`src/rtl/interrupt_controller.sv`:
```
// rtl/interrupt_controller.sv - memory-mapped fixed-priority interrupt controller
// Masks level requests, raises irq, latches the acknowledged source ID until EOI.
module interrupt_controller #(
   parameter int               BITS        = 32,
   parameter int               NUM_SRC     = 4,
   parameter logic [BITS-1:0]  IDN_BASE    = 32'hF0000100,
   parameter logic [BITS-1:0]  MASK_BASE   = 32'hF0000104,
   parameter logic [BITS-1:0]  PEND_BASE   = 32'hF0000108,
   parameter logic [BITS-1:0]  EOI_BASE    = 32'hF000010C,
   parameter logic [BITS-1:0]  SPURIOUS_ID = {BITS{1'b1}}
) (
   input  logic               clk,
   input  logic               reset,
   input  logic               we,
   input  logic               re,
   input  logic [BITS-1:0]    memAddr,
   input  logic [BITS-1:0]    dataBusIn,
   output logic [BITS-1:0]    dataBusOut,
   input  logic [NUM_SRC-1:0] req,
   input  logic               int_ack,
   output logic               irq,
   output logic               in_service,
   output logic [BITS-1:0]    debug
);

   localparam int ID_W = (NUM_SRC > 1) ? $clog2(NUM_SRC) : 1;
   localparam logic [BITS-1:0] ONE = {{(BITS-1){1'b0}}, 1'b1};
   // Writable MASK bits: GIE at the top, one enable per source at the bottom.
   localparam logic [BITS-1:0] MASK_VALID = (ONE << (BITS-1)) | ((ONE << NUM_SRC) - ONE);

   typedef enum logic [1:0] {
      ST_IDLE    = 2'd0,
      ST_REQ     = 2'd1,
      ST_SERVICE = 2'd2
   } state_t;

   state_t              state_q, state_d;
   logic [BITS-1:0]     mask_q, mask_d;
   logic [BITS-1:0]     idn_q, idn_d;

   logic [NUM_SRC-1:0]  pend;
   logic [ID_W-1:0]     win_id;
   logic                none;
   logic                gie;
   logic                mask_wr;
   logic                eoi_wr;
   logic                rd;

   assign pend    = req & mask_q[NUM_SRC-1:0];
   assign none    = ~|pend;
   assign gie     = mask_q[BITS-1];
   assign mask_wr = we && (memAddr == MASK_BASE);
   assign eoi_wr  = we && (memAddr == EOI_BASE);
   assign rd      = re && !we;

   always_comb begin
      win_id = '0;
      for (int i = NUM_SRC-1; i >= 0; i--) begin
         if (pend[i]) win_id = ID_W'(i);
      end
   end

   always_comb begin
      state_d = state_q;
      mask_d  = mask_q;
      idn_d   = idn_q;
      if (mask_wr) mask_d = dataBusIn & MASK_VALID;
      case (state_q)
         ST_IDLE: begin
            if (gie && !none) state_d = ST_REQ;
         end
         ST_REQ: begin
            if (int_ack) begin
               state_d = ST_SERVICE;
               idn_d   = none ? SPURIOUS_ID : {{(BITS-ID_W){1'b0}}, win_id};
            end else if (none || !gie) begin
               state_d = ST_IDLE;
            end
         end
         ST_SERVICE: begin
            if (eoi_wr) state_d = ST_IDLE;
         end
         default: state_d = ST_IDLE;
      endcase
   end

   always_ff @(posedge clk) begin
      if (!reset) begin
         state_q <= ST_IDLE;
         mask_q  <= '0;
         idn_q   <= SPURIOUS_ID;
      end else begin
         state_q <= state_d;
         mask_q  <= mask_d;
         idn_q   <= idn_d;
      end
   end

   assign irq        = (state_q == ST_REQ);
   assign in_service = (state_q == ST_SERVICE);

   always_comb begin
      dataBusOut = '0;
      if (rd) begin
         if (memAddr == IDN_BASE)       dataBusOut = idn_q;
         else if (memAddr == MASK_BASE) dataBusOut = mask_q;
         else if (memAddr == PEND_BASE) dataBusOut = {{(BITS-NUM_SRC){1'b0}}, pend};
      end
   end

   always_comb begin
      debug                = '0;
      debug[BITS-1:BITS-2] = state_q;
      debug[ID_W-1:0]      = win_id;
   end

endmodule

```
`config.mk`:
```
export PLATFORM = sky130hd
export DESIGN_NAME = interrupt_controller
export DESIGN_NICKNAME = d
export VERILOG_FILES = /design/src/rtl/interrupt_controller.sv
export SDC_FILE = /design/constraint.sdc
export NUM_CORES = 1
export LEC_CHECK = 0
export ABC_CLOCK_PERIOD_IN_PS = 7200
export CAP_MARGIN = 20
export CORE_MARGIN = 5
export CORE_UTILIZATION = 28
export DETAILED_ROUTE_END_ITERATION = 12
export PLACE_DENSITY = 0.88
export SLEW_MARGIN = 30
export SYNTH_ARGS = -nofsm -noshare
export SYNTH_HDL_FRONTEND = slang
export SYNTH_SLANG_ARGS = --single-unit
```
`constraint.sdc`:
```
create_clock -name clk -period 7.2 [get_ports clk]
set_input_delay 0.72 -clock clk [delete_from_list [all_inputs] [get_ports clk]]
set_output_delay 0.72 -clock clk [all_outputs]
set_load 0.02 [all_outputs]
```
# Yosys cells after proc, flatten, opt, wreduce, memory -nomap -nowiden
# Index checks and enable logic that the tools add are counted.
[word_totals]
register_bits = 39
in_bits = 73
out_inout_bits = 66
wordCells = 39
[classes]
n_eq_ne = 9
muxes = 14
bitwise = 1
reduce_logical = 12
[ops]
columns = ["operator", "count"]
rows = [
  ["$eq A32 B32 Y1 const B", 4],
  ["$mux W32", 4],
  ["$mux W2", 8],
  ["$pmux W2 S3", 1],
  ["$and A4 B4 Y4", 1],
  ["$logic_and A1 B1 Y1", 4],
  ["$mux W4", 1],
  ["$reduce_or A4 Y1", 1],
  ["$logic_not A1 Y1", 3],
  ["$ne A3 B2 Y1 const B", 1],
  ["$reduce_and A3 Y1", 1],
  ["$eq A2 B1 Y1 const B", 1],
  ["$eq A2 B2 Y1 const B", 1],
  ["$logic_not A2 Y1", 1],
  ["$ne A2 B1 Y1 const B", 1],
  ["$ne A2 B2 Y1 const B", 1],
  ["$reduce_and A2 Y1", 1],
  ["$logic_or A1 B1 Y1", 1],
]

# Longest topological paths before layout
# Gate-level depths: netlist (run 1).
[depth]
ltp_word = 7
depth_mapped = 6

# Least setup slack after synthesis (run 1)
# OpenSTA, ideal clock, no wires.
[synth_path]
path_kind = "input port to output port"
startpoint = "input memAddr[14]"
endpoint = "output dataBusOut[10]"
t_arrival_ns = 3.248
required_time_ns = 6.480
setup_slack_ns = 3.232
cell_stages = 6
cell_sequence = "nor4_2 -> nand4_2 -> or4b_4 -> buf_6 -> nor2_1 -> buf_4"
[synth_between]
elab_chain_len = 3
[synth_rtl]
columns = ["item", "line_no", "source"]
rows = [
  ["start: declaration", "16", "input logic [BITS-1:0] memAddr,"],
  ["$eq A32 B32 Y1", "105", "if (memAddr == IDN_BASE) dataBusOut = idn_q;"],
  ["$mux W32", "105", ""],
  ["$mux W32", "104", "if (rd) begin"],
  ["end: declaration", "18", "output logic [BITS-1:0] dataBusOut,"],
]
# No other way between the ends.

# Worst setup path in the final report (run 1)
[layout_path]
startpoint = "input memAddr[9]"
endpoint = "output dataBusOut[11]"
# The elaborated chain is that of the path after synthesis.

==> results of run 1 <==
cell families after synthesis:
logic type | after synthesis
other cells | 1
buf+inv | 56
compound gates | 18
flops | 10
mux | 6
simple gates | 49
metal layers:
layer	up-vias	part of all wire	global-route usage
met3	6	0.13	0.0233
met2	62	0.50	0.189
li1	511	-	-
met1	454	0.34	0.103
met4	0	0.021	0.0423
met5	-	0	0
Yosys cell counts:
master	instances	share of area
or4b_4	1	0.012
clkbuf_1	1	0.0033
o21ai_0	3	0.013
a21oi_1	3	0.013
a31oi_1	2	0.011
a2bb2oi_1	1	0.0077
nand4_1	1	0.0055
conb_1	1	0.0033
and2_1	1	0.0055
mux2i_1	6	0.053
nor4b_2	1	0.013
nor2_1	10	0.033
a21o_1	4	0.027
nor2b_1	6	0.033
a22o_1	1	0.0077
or2_2	1	0.0055
a22oi_1	3	0.020
nor4_1	1	0.0055
nor4b_1	1	0.0077
nand2_1	17	0.056
nor4_4	3	0.056
nor3_1	1	0.0044
o211ai_1	1	0.0066
and4b_1	1	0.0088
buf_6	1	0.0099
nor4_2	2	0.022
dfxtp_1	10	0.18
nor3_2	1	0.0088
buf_4	54	0.36
nand4_2	1	0.011
worst max-delay path, cell delays in order:
cell             delay (ps)
clkdlybuf4s50_1         430
nor4b_2                 290
nand4_1                 230
or4b_4                  590
nor2_1                  120
buf_4                   240
clkdlybuf4s50_1         650
final cells by class:
cell class | instances | area, um2 | share of cell area
Timing Repair Buffer | 84 | 838 | 0.474
Clock buffer | 4 | 55.1 | 0.0311
Sequential cell | 10 | 200 | 0.113
Tap cell | 50 | 62.6 | 0.0354
Multi-Input combinational cell | 101 | 613 | 0.347
worst max-delay path by stage:
stage                startpoint              to  slack (ps)
floorplan           memAddr[14]  dataBusOut[10]        3230
global placement    memAddr[16]  dataBusOut[11]        3190
detailed placement  memAddr[23]  dataBusOut[11]        3150
CTS                 memAddr[23]  dataBusOut[11]        3150
global route         memAddr[1]  dataBusOut[30]        3020
finish               memAddr[9]  dataBusOut[11]        3200
flip-flops by register name, indices dropped and copies added, names as in the netlist:
name	count
mask_q	5
idn_q	3
state_q	2
power groups by stage:
stage	combinational, mW	sequential, mW	clock (mW)
floorplan	0.0312	0.0565	0
global placement	0.0479	0.0565	0
detailed placement	0.0486	0.0565	0
CTS	0.0487	0.0554	0.0729
global route	0.0520	0.0554	0.0753
finish	0.0489	0.0555	0.0691
==> metrics, run 1 <==
status=completed; worst hold path class=flop to flop; most frequent cells in the layout=clkdlybuf4s50_1 (83), conb_1 (28), nand2_1 (17); xor-xnor portion of the synthesized cell area=0; Top Ports=between 100 and 150; htree depth=1; GRT overflow=0; Placement Setup Slack=around 3200 ps; endpoints failing setup=0; routed vias=roughly 1.0k; hold path endpoint=state_q[0]$_SDFFE_PN0P_; Critical Path AT=3280 ps; R2R setup slack=just over 6000 ps; crit-path max FO=27; Max Fclk=about 250 MHz; Die H=~74 um; multiplexer share of the synthesized area=0.0530; Sw Pwr=roughly 45 uW; Clock Skews=between 0.4 and 0.5 ps; max-slew violation count=0; CTS resizes=0; Layout area overhead=56.2%; Antenna diodes=0; critical path data required time=6480 ps; post-DR vias/cell=4.15; Die Area=around 0.0054 mm2; Reg2Reg Depth=4; #FFs+latches synth=10; combinational power share=0.282; sequential-to-total area share from yosys stat=0.177; root buf cell=clkbuf_8; CTS max path bufs=2; Rows=23; Power Density=98.1 mW/mm2; CP endpoint kind=output pin; library cells used by synthesis=30; drt total wl=between 3000 and 4000 um; WL per Instance=about 12 um; total power=174 uW; drt pass-1 iters=4; Initial Util=0.285; Final #Nets=273; worst slew pin tran=slightly above 500 ps; Clk pwr share=0.398; Synth Instances=140; synth warn=0; first-pass GRT wire length=4250 um; Placer Congestion=between 0.7 and 0.8; Critical R2R Launch=state_q[0]$_SDFFE_PN0P_; fraction of layout instances using a drive strength above 1=0.0754; Final Non-Filler Cells=between 200 and 250; crit path kind=input pin to output pin; Post-Synth Adder-Cell Area=0; initial antenna violation count=0; Final WS setup=about 3200 ps; Leakage=slightly below 0.7 nW; DRC errors left=0; Relative slew margins=0.651; Reg clk slew, reported paths=~50 ps; Startpoint Class=input pin; FF-to-FF End=idn_q[0]$_SDFFE_PN1P_; Synth Cell Area=around 0.0011 mm2; Peak supply drop=66.3 uV; vias in the first global route=957; die width=approximately 74 um; CTS buffer count=3; 1st-iter DRT viols=16; largest family of logic cells by synthesized area=buffers and inverters; utilization after layout=0.445; CORE AREA=0.00397 mm2; HPWL after DPL=2680 um; fin crit share=0.556; most common cell after layout, fill and taps aside=clkdlybuf4s50_1; Hold Fails Final Rpt=0; Seq pwr share=0.320; postcts setup bufs=0; fillers=~400; Switching Share=0.259; dpl cells=around 250; Hold Crit Start=mask_q[31]$_SDFFE_PN0P_; Total GRT Usage=0.0999; hold bufs inserted after CTS=0; DP Area=0.00171 mm2; IO Port Bufs=83; Max Cap Viol=0; hold path depth=2; syn avg cell area=8.09 um2; min Tclk post-route=~4000 ps; Synth Area in Compound Gates=0.106; later-pin clock latency in the skew report=between 200 and 250 ps; Setup Total Neg Slack=0 ps; CTS tree=built; largest net degree at the start of global routing=28; simple-gate share of the synthesized area=0.290; RSZ-0062 raised after global routing=false; Clock Sinks=10; post-route cell area=~0.0018 mm2; DRT antenna net count=0; Fin Hold WS=about 470 ps; internal power=roughly 130 uW
(Power assumes the default switching activity.)
==> inputs of run 2 (changes only) <==
--- a/config.mk
+++ b/config.mk
@@ -5,12 +5,12 @@
 export SDC_FILE = /design/constraint.sdc
 export NUM_CORES = 1
 export LEC_CHECK = 0
-export ABC_CLOCK_PERIOD_IN_PS = 7200
+export ABC_CLOCK_PERIOD_IN_PS = 3500
 export CAP_MARGIN = 20
 export CORE_MARGIN = 5
-export CORE_UTILIZATION = 28
+export CORE_UTILIZATION = 24
 export DETAILED_ROUTE_END_ITERATION = 12
-export PLACE_DENSITY = 0.88
+export PLACE_DENSITY = 0.8
 export SLEW_MARGIN = 30
 export SYNTH_ARGS = -nofsm -noshare
 export SYNTH_HDL_FRONTEND = slang
==> constraint.sdc (replaced) <==
create_clock -name clk -period 3.5 [get_ports clk]
set_input_delay 0.35 -clock clk [delete_from_list [all_inputs] [get_ports clk]]
set_output_delay 0.35 -clock clk [all_outputs]
set_load 0.02 [all_outputs]
==> metrics, run 2 (synthesized netlist as in run 1, its figures left out) <==
Max Fclk=approximately 310 MHz; most common cell after layout, fill and taps aside=clkdlybuf4s50_1; HPWL after DPL=2680 um (+0.34%); later-pin clock latency in the skew report=240 ps (about the same); critical path data required time=3150 ps (-3330 ps); Clock Sinks=10 (unchanged); CTS resizes=0 (unchanged); R2R setup slack=2410 ps (-3710 ps); WL per Instance=11.8 um (-2.5%); routed vias=1037 (+0.39%); Hold Fails Final Rpt=0 (unchanged); Critical Path AT=2920 ps (-360 ps); most frequent cells in the layout=clkdlybuf4s50_1 (83), conb_1 (28), nand2_1 (17); Die Area=0.00619 mm2 (+14%); Clock Skews=5.00 ps (+4.56 ps); CTS tree=built; die width=78.7 um (+6.9%); max-slew violation count=0 (unchanged); fraction of layout instances using a drive strength above 1=0.0754 (unchanged); CORE AREA=0.00466 mm2 (+17%); DRT antenna net count=0 (unchanged); postcts setup bufs=0 (unchanged); root buf cell=clkbuf_8; Power Density=202 mW/mm2 (+110%); fin crit share=0.935; initial antenna violation count=0 (unchanged); Leakage=0.684 nW (unchanged); Max Cap Viol=0 (unchanged); drt total wl=2980 um (-0.93%); Startpoint Class=input pin; Peak supply drop=93.8 uV (+41%); 1st-iter DRT viols=20 (+4); Top Ports=139 (unchanged); Reg clk slew, reported paths=50 ps (about the same); Die H=78.7 um (+6.9%); crit path kind=input pin to output pin; Reg with most FFs=mask_q; Hold Crit Start=mask_q[31]$_SDFFE_PN0P_; min Tclk post-route=about 3300 ps; endpoints failing setup=0 (unchanged); worst slew pin tran=490 ps (-29.5 ps); post-DR vias/cell=4.10 (-1.2%); Reg2Reg Depth=4 (unchanged); Largest regs=mask_q: 5 flops, idn_q: 3 flops, state_q: 2 flops; worst hold path class=flop to flop; IO Port Bufs=83 (unchanged); status=completed; Critical R2R Launch=state_q[0]$_SDFFE_PN0P_; Layout area overhead=56.7%; DRC errors left=0 (unchanged); CP endpoint kind=output pin; Total GRT Usage=0.0902 (-0.00965); Final #Nets=273 (unchanged); GRT overflow=0 (unchanged); dpl cells=249 (+1.6%); Setup Total Neg Slack=0 ps (unchanged); total power=358 uW (+110%); Largest register FFs=5 (unchanged); Placer Congestion=0.782 (+2.5%); CTS max path bufs=2 (unchanged); Final Non-Filler Cells=253 (+1.6%); RSZ-0062 raised after global routing=false; crit-path max FO=27 (unchanged); Antenna diodes=0 (unchanged); first-pass GRT wire length=4440 um (+4.5%); drt pass-1 iters=4 (unchanged); htree depth=1 (unchanged); fillers=502 (+26%); largest net degree at the start of global routing=28 (unchanged); Initial Util=0.243 (-0.0422); Relative slew margins=0.671 (+0.0198); hold bufs inserted after CTS=0 (unchanged); Rows=25 (+8.7%); crit path from=memAddr[16]; CTS buffer count=3 (unchanged); vias in the first global route=1037 (+8.4%); hold path depth=2 (unchanged)
-- run 2: cell type report --
| class | count | area [um2] | share of cell area |
|---|---|---|---|
| clock buffer | 4 | 55.1 | 0.0310 |
| multi-input combinational | 101 | 613 | 0.346 |
| sequential | 10 | 200 | 0.113 |
| tap | 54 | 67.6 | 0.0381 |
| timing repair buffer | 84 | 838 | 0.472 |
-- run 2: metal layers --
metal / GRT usage / share of wire / vias up
met4: 0.0455 / 0.020 / 0
met3: 0.0351 / 0.11 / 7
met2: 0.177 / 0.52 / 57
li1: - / - / 513
met1: 0.0775 / 0.35 / 460
met5: 0 / 0 / -
-- run 2: final timing paths --
kind	end
setup reg to reg	idn_q[0]$_SDFFE_PN1P_
setup / recovery	dataBusOut[20]
hold / removal	state_q[0]$_SDFFE_PN0P_
hold reg to reg	state_q[0]$_SDFFE_PN0P_
-- run 2: through the flow --
| stage | hold slack [ps] | setup WS [ps] | util | instance area [um2] |
|---|---|---|---|---|
| 2_1_floorplan | 443 | 272 | - | 1230 |
| 3_3_place_gp | 470 | 242 | 0.369 | 1720 |
| 3_5_place_dp | 481 | 182 | 0.369 | 1720 |
| 4_1_cts | 487 | 184 | 0.381 | 1770 |
| 5_1_grt | 530 | 77.7 | 0.381 | 1770 |
| 6_report | 479 | 227 | 0.381 | 1770 |
-- run 2: power breakdown --
part	total [mW]	internal, mW	leakage [nW]	switching (mW)
Sequential	0.114	0.114	0.0806	0.0000000000102
Clock	0.143	0.0988	0.0288	0.0446
Combinational	0.101	0.0517	0.574	0.0489
-- run 2: worst max-delay path, stage by stage --
cell and delay (ps):
clkdlybuf4s50_1 450, nor4_4 300, nand4_2 200, or4b_4 610, nor2_1 120, buf_4 240, clkdlybuf4s50_1 650
